==> src/rtl/spi_arb_pkg.sv <==
// Shared types and constants for the SPI bus arbiter.
// The arbiter top honours lock0/lock1 only when SPI_ARB_LOCK_EN is defined.
package spi_arb_pkg;

  // Arbiter FSM states
  typedef enum logic [1:0] {
    IDLE  = 2'd0,
    START = 2'd1,
    BUSY  = 2'd2
  } arb_state_t;

  // Default watchdog limit, in clk cycles from wrt to master done
  localparam int TO_CYCLES_DEFAULT = 2047;

  // Port numbering: inertial sensor on port 0, A2D on port 1
  localparam logic PORT_INERT = 1'b0;
  localparam logic PORT_A2D   = 1'b1;

endpackage

==> src/rtl/spi_arb_rr.sv <==
// Two-input round-robin picker. Purely combinational.
// A lone requester wins. On a tie, the port that was not granted last wins.
module spi_arb_rr
  import spi_arb_pkg::*;
(
  input  logic req0,
  input  logic req1,
  input  logic last,
  output logic winner,
  output logic any
);

  // Pick the winner from the current requests and the last grant
  always_comb begin
    any = req0 | req1;
    if (req0 && req1) begin
      winner = ~last;
    end else if (req1) begin
      winner = PORT_A2D;
    end else begin
      winner = PORT_INERT;
    end
  end

endmodule

==> src/rtl/spi_bus_arbiter.sv <==
// Shares one 16-bit SPI master between two requesters.
// - Grants the bus round-robin, one transaction at a time.
// - Muxes the command and wrt strobe to the master.
// - Steers the master SS_n to the owning device.
// - A watchdog aborts a transaction whose done never arrives.
// Optional feature macro: SPI_ARB_LOCK_EN. When it is defined, a requester
// holding lock and req keeps the bus across back-to-back transactions.
module spi_bus_arbiter
  import spi_arb_pkg::*;
#(
  parameter int TO_CYCLES = TO_CYCLES_DEFAULT
) (
  input  logic        clk,
  input  logic        rst_n,
  input  logic        req0,
  input  logic        req1,
  input  logic [15:0] cmd0,
  input  logic [15:0] cmd1,
  input  logic        lock0,
  input  logic        lock1,
  output logic        ack0,
  output logic        ack1,
  output logic        done0,
  output logic        done1,
  output logic [15:0] rd_data,
  output logic        tmo,
  output logic        owner,
  output logic        wrt,
  output logic [15:0] cmd,
  input  logic        mst_done,
  input  logic [15:0] mst_rd_data,
  input  logic        mst_SS_n,
  output logic        SS0_n,
  output logic        SS1_n
);

  localparam int              WD_W     = $clog2(TO_CYCLES + 1);
  localparam logic [WD_W-1:0] WD_LIMIT = WD_W'(TO_CYCLES);

  arb_state_t      state_reg, state_next;
  logic            owner_reg, owner_next;
  logic            last_reg, last_next;
  logic [15:0]     cmd_reg, cmd_next;
  logic [WD_W-1:0] wdog_reg, wdog_next;

  logic [1:0]      req_vec;
  logic [1:0]      lock_vec;
  logic [1:0]      ack_vec;
  logic [1:0]      done_vec;
  logic [1:0]      ss_vec;
  logic [15:0]     cmd_vec [2];

  logic            winner;
  logic            any_req;
  logic            relock;
  logic            wd_expired;

  assign req_vec    = {req1, req0};
  assign lock_vec   = {lock1, lock0};
  assign cmd_vec[0] = cmd0;
  assign cmd_vec[1] = cmd1;

  spi_arb_rr u_rr (
    .req0   (req0),
    .req1   (req1),
    .last   (last_reg),
    .winner (winner),
    .any    (any_req)
  );

  // The watchdog fires only when it expires without a done in the same cycle
  assign wd_expired = (state_reg == BUSY) && !mst_done && (wdog_reg == WD_LIMIT);

`ifdef SPI_ARB_LOCK_EN
  // The owner keeps the bus when it completes with lock and req both high
  assign relock = mst_done & lock_vec[owner_reg] & req_vec[owner_reg];
`else
  // The lock inputs exist on the port list but have no effect
  logic unused_lock;
  assign unused_lock = ^lock_vec;
  assign relock      = 1'b0;
`endif

  // State register
  always_ff @(posedge clk or negedge rst_n) begin
    if (!rst_n) begin
      state_reg <= IDLE;
    end else begin
      state_reg <= state_next;
    end
  end

  // Owner, last grant, command and watchdog registers
  always_ff @(posedge clk or negedge rst_n) begin
    if (!rst_n) begin
      owner_reg <= PORT_INERT;
      last_reg  <= PORT_A2D;
      cmd_reg   <= 16'h0000;
      wdog_reg  <= '0;
    end else begin
      owner_reg <= owner_next;
      last_reg  <= last_next;
      cmd_reg   <= cmd_next;
      wdog_reg  <= wdog_next;
    end
  end

  // Next-state and next-datapath logic
  always_comb begin
    state_next = state_reg;
    owner_next = owner_reg;
    last_next  = last_reg;
    cmd_next   = cmd_reg;
    wdog_next  = wdog_reg;
    case (state_reg)
      IDLE: begin
        if (any_req) begin
          owner_next = winner;
          cmd_next   = cmd_vec[winner];
          state_next = START;
        end
      end
      START: begin
        wdog_next  = '0;
        state_next = BUSY;
      end
      BUSY: begin
        if (mst_done) begin
          last_next = owner_reg;
          if (relock) begin
            cmd_next   = cmd_vec[owner_reg];
            state_next = START;
          end else begin
            state_next = IDLE;
          end
        end else if (wd_expired) begin
          last_next  = owner_reg;
          state_next = IDLE;
        end else if (wdog_reg != WD_LIMIT) begin
          wdog_next = wdog_reg + WD_W'(1);
        end
      end
      default: begin
        state_next = IDLE;
      end
    endcase
  end

  // Per-state strobes: ack, wrt, done and tmo
  always_comb begin
    wrt      = (state_reg == START);
    tmo      = wd_expired;
    ack_vec  = 2'b00;
    done_vec = 2'b00;
    case (state_reg)
      IDLE: begin
        if (any_req) begin
          ack_vec[winner] = 1'b1;
        end
      end
      BUSY: begin
        if (mst_done) begin
          done_vec[owner_reg] = 1'b1;
          if (relock) begin
            ack_vec[owner_reg] = 1'b1;
          end
        end
      end
      default: begin
        ack_vec  = 2'b00;
        done_vec = 2'b00;
      end
    endcase
  end

  // Chip select steering: only the owner sees the master SS_n.
  // Both selects are forced high while reset is asserted.
  genvar gi;
  generate
    for (gi = 0; gi < 2; gi++) begin : g_port
      assign ss_vec[gi] = (!rst_n || (owner_reg != 1'(gi))) ? 1'b1 : mst_SS_n;
    end
  endgenerate

  assign ack0    = ack_vec[0];
  assign ack1    = ack_vec[1];
  assign done0   = done_vec[0];
  assign done1   = done_vec[1];
  assign SS0_n   = ss_vec[0];
  assign SS1_n   = ss_vec[1];
  assign owner   = owner_reg;
  assign cmd     = cmd_reg;
  assign rd_data = mst_rd_data;

endmodule

==> config.mk <==
export PLATFORM = sky130hd
export DESIGN_NAME = spi_bus_arbiter
export DESIGN_NICKNAME = d
export VERILOG_FILES = /design/src/rtl/spi_arb_pkg.sv /design/src/rtl/spi_arb_rr.sv /design/src/rtl/spi_bus_arbiter.sv
export SDC_FILE = /design/constraint.sdc
export NUM_CORES = 1
export LEC_CHECK = 0
export ABC_AREA = 1
export BUFFER_PORTS_ARGS = -buffer_cell sky130_fd_sc_hd__buf_2
export CORE_MARGIN = 10
export CORE_UTILIZATION = 40
export CTS_BUF_LIST = sky130_fd_sc_hd__clkbuf_8 sky130_fd_sc_hd__clkbuf_16
export DETAILED_ROUTE_END_ITERATION = 12
export PLACE_DENSITY = 0.73
export REMOVE_ABC_BUFFERS = 1
export SETUP_SLACK_MARGIN = 0.02
export SLEW_MARGIN = 5
export SYNTH_ARGS = -nofsm -noshare
export SYNTH_HDL_FRONTEND = slang
export SYNTH_SLANG_ARGS = --single-unit
export TNS_END_PERCENT = 50
==> constraint.sdc <==
create_clock -name clk -period 1.3 [get_ports clk]
set_input_delay 0.26 -clock clk [delete_from_list [all_inputs] [get_ports clk]]
set_output_delay 0.26 -clock clk [all_outputs]
set_load 0.01 [all_outputs]
==> impl_metrics.yaml <==
pwr:
  combPwrFrac_pct: 51.7
  total_power_mw: 4.93
  power.leakage_nw: 1.34
  p_int_mw: 2.98
  clkPwrFrac_pct: 17.6
  pwr-share-seq_pct: 30.7
  peakVddDrop_mv: 1.17
  power.density_nw_per_um2: 1890
  switchingPower_mw: 1.95
  switching_share_pct: 39.6
timing:
  whs_ns: 0.0441
  worst_slack_ns: -0.332
  setup_violations: 35
  fmax_mhz: 613
  finalCriticalPeriod_ns: 1.63
  rsz0062_at_grt: "true"
  fin_setup_tns_ns: -3.94
  tightest_slew_ns: 0.464
  drv_slew: 0
  finalHoldViolations: 0
  fin_crit_sh_pct: 126
  worst_slew_margin_rel_pct: 68.9
  clock_skew_ns: 0.00642
hold_path:
  holdCritPathClass: "in -> async"
clock_network:
  clock_path_buffers: 2
  cts-buffers-inserted: 5
  cts_tree: "yes"
  root_buffer: "clkbuf_8"
  clkTransAtPathRegs_ns: 0.07
  htreeDepth: 2
  clkSinkCount: 31
  clock_latency_ns: 0.28
  hold_buffers: 0
logic_synthesis:
  synth_xor_area_share_pct: 0.507
  synth_seq_cells: 31
  yosys.area.top_type_share_pct: 43.4
  synth_edf_count: 0
  synthMuxAreaShare_pct: 0
  avgSynthCellArea_sq_um: 7.45
  synth-compound-area-share_pct: 5.57
  synthArstFlopShare_pct: 100
  yosys-top-cells-area: "dfrtp_1 43%, nand2_1 19%, nand3_1 8.7%"
  ys_types: 25
  yosys_warnings: 0
  seq_area_frac_synth_pct: 44.9
  synth.cell_area_sq_um: 1730
  synth-adder-area-share_pct: 0.724
  netlist_instances: 232
  yosysMostFrequentCell: "nand2_1"
  synth_top_family_by_area: "simple AND/OR/NAND/NOR gates"
  yosys.area.top_type: "dfrtp_1"
  synth-simple-area-share_pct: 36.0
  synth_ff_type: "dfrtp_1"
  synth_common_cells: "86 x nand2_1, 30 x dfrtp_1, 30 x nand3_1"
grt:
  grt-ovfl-total: 0
  grt_max_degree: 32
  grt_util_all_layers_pct: 15.3
  antenna_found_initial: 0
  grt_pass1_vias: 2063
  grt_pass1_wl_microns: 9290
worst_setup_path:
  critPathLaunchType: "register"
  worstPathArrival_ns: 1.37
  worstSetupPathType: "reg -> out"
  crit_fanout: 2
  cp.required_ns: 1.04
  setup.worst_path.end_class: "output port"
place:
  hpwl_microns: 3950
  globalplace.congestion: 0.800
  io_buffers: 62
final_layout:
  area_growth_pct: 50.9
  diodes: 0
  largest_register_ffs: 16
  layout.nets: 383
  fillers: 334
  layout-drive-gt1-share_pct: 48.0
run_status:
  violations: "setup timing"
  outcome: "finished with violations"
die:
  coreArea_sq_um: 4090
  dieArea_sq_um: 7350
  core.rowCount: 23
  die_y_microns: 85.8
  ios: 97
  start_util_pct: 42.3
  fp.dieW_microns: 85.8
routing:
  drc_errors: 0
  met3_length_microns: 632
  ant_nets: 0
  avgRoutedWirePerCell_microns: 15.3
  vias: 1863
  wl_met1_microns: 2260
  drt-initial-drc-count: 98
  first_pass_iters: 4
  wl_microns: 5760
  top_layer_used: "met4"
  avgViaCountPerCell: 4.94
  wl_met2_microns: 2810
run:
  maxCapViolations: 0
## power by group through the flow
stage                     Sequential, mW  Clock [mW]  Combinational, mW
final                               1.51       0.865               2.55
after global routing                1.56       0.933               2.80
after CTS                           1.50       0.882               2.26
after detailed placement            1.49           0               1.95
after global placement              1.49           0               1.91
after floorplan                     1.61           0              0.805
## per-stage QoR
| stage | worst slack, ns | cells | instance area (sq um) | util (%) |
|---|---|---|---|---|
| 3_5_place_dp | -0.118 | 354 | 2190 | 53.7 |
| 4_1_cts | -0.348 | 374 | 2470 | 60.5 |
| 2_1_floorplan | -0.162 | 212 | 1580 | - |
| 5_1_grt | -0.395 | 377 | 2610 | 63.8 |
| 6_report | -0.332 | 377 | 2610 | 63.8 |
| 3_3_place_gp | -0.0801 | 354 | 2190 | 53.7 |
## cell usage in the layout (no fill, tap or decap)
| cell | instances |
|---|---|
| nand2_4 | 4 |
| nand3_2 | 5 |
| buf_8 | 1 |
| buf_2 | 58 |
| nand3b_1 | 1 |
| buf_6 | 15 |
| buf_12 | 1 |
| nand3_4 | 1 |
| nand3_1 | 25 |
| dfrtp_1 | 30 |
| a21oi_4 | 1 |
| dfstp_2 | 1 |
| nand2_2 | 10 |
| clkinvlp_4 | 1 |
| nand4_1 | 1 |
| o21ai_0 | 3 |
| nor2_4 | 5 |
| nand2_1 | 73 |
| a21oi_1 | 1 |
| clkinv_1 | 1 |
| ha_2 | 1 |
| nor3_2 | 3 |
| inv_1 | 9 |
| xor2_1 | 1 |
| o21ai_1 | 11 |
| o21ai_2 | 1 |
| buf_4 | 32 |
| clkbuf_8 | 7 |
| inv_2 | 8 |
| nor2_2 | 2 |
| nor2_1 | 14 |
## final timing paths
path / startpoint / cells past startpoint / slack (ns) / end
max: wdog_reg[0] / 6 / -0.33 / tmo
min: rst_n / 2 / 0.04 / wdog_reg[4]
max reg2reg: wdog_reg[0] / 9 / -0.21 / wdog_reg[10]
min reg2reg: cmd[5] / 2 / 0.49 / cmd[5]
max in group asynchronous: rst_n / 2 / 0.93 / last_reg
min in group clk: cmd0[5] / 3 / 0.18 / cmd[5]
## critical path: stages, from the launching register on
cell and delay (ns):
dfrtp_1 0.37, ha_2 0.20, nand2_2 0.08, nor2_4 0.12, nand3_4 0.08, nor3_2 0.10
buf_2 0.15
## logic make-up after synthesis
kind of cell | Yosys count
flip-flops | 31
XOR/XNOR | 1
AND/OR/NAND/NOR | 144
adder cells (fa/ha/maj) | 1
AO/OA/AOI/OAI | 17
buffers and inverters | 38
## per-layer routing
layer / track usage [%] / vias to the layer above
met5: 0 / -
met4: 4.94 / 0
met3: 8.23 / 7
met2: 25.3 / 101
met1: 16.3 / 847
li1: - / 908
## final cells by class
| class | instances | area [sq um] | share of cell area, % |
|---|---|---|---|
| tap | 50 | 62.6 | 2.40 |
| sequential | 31 | 777 | 29.8 |
| clock buffer | 7 | 96.3 | 3.69 |
| multi-input combinational | 163 | 863 | 33.1 |
| timing repair buffer | 107 | 734 | 28.2 |
| clock inverter | 1 | 7.51 | 0.288 |
| inverter | 18 | 67.6 | 2.59 |
## repair_timing
| item | in CTS | in global routing |
|---|---|---|
| pin swaps | 13 | 13 |
| endpoints found under the setup margin | 29 | 37 |
| setup buffers | 12 | 7 |
| gates resized for setup | 30 | 29 |
Power figures use the tool's default switching activity.
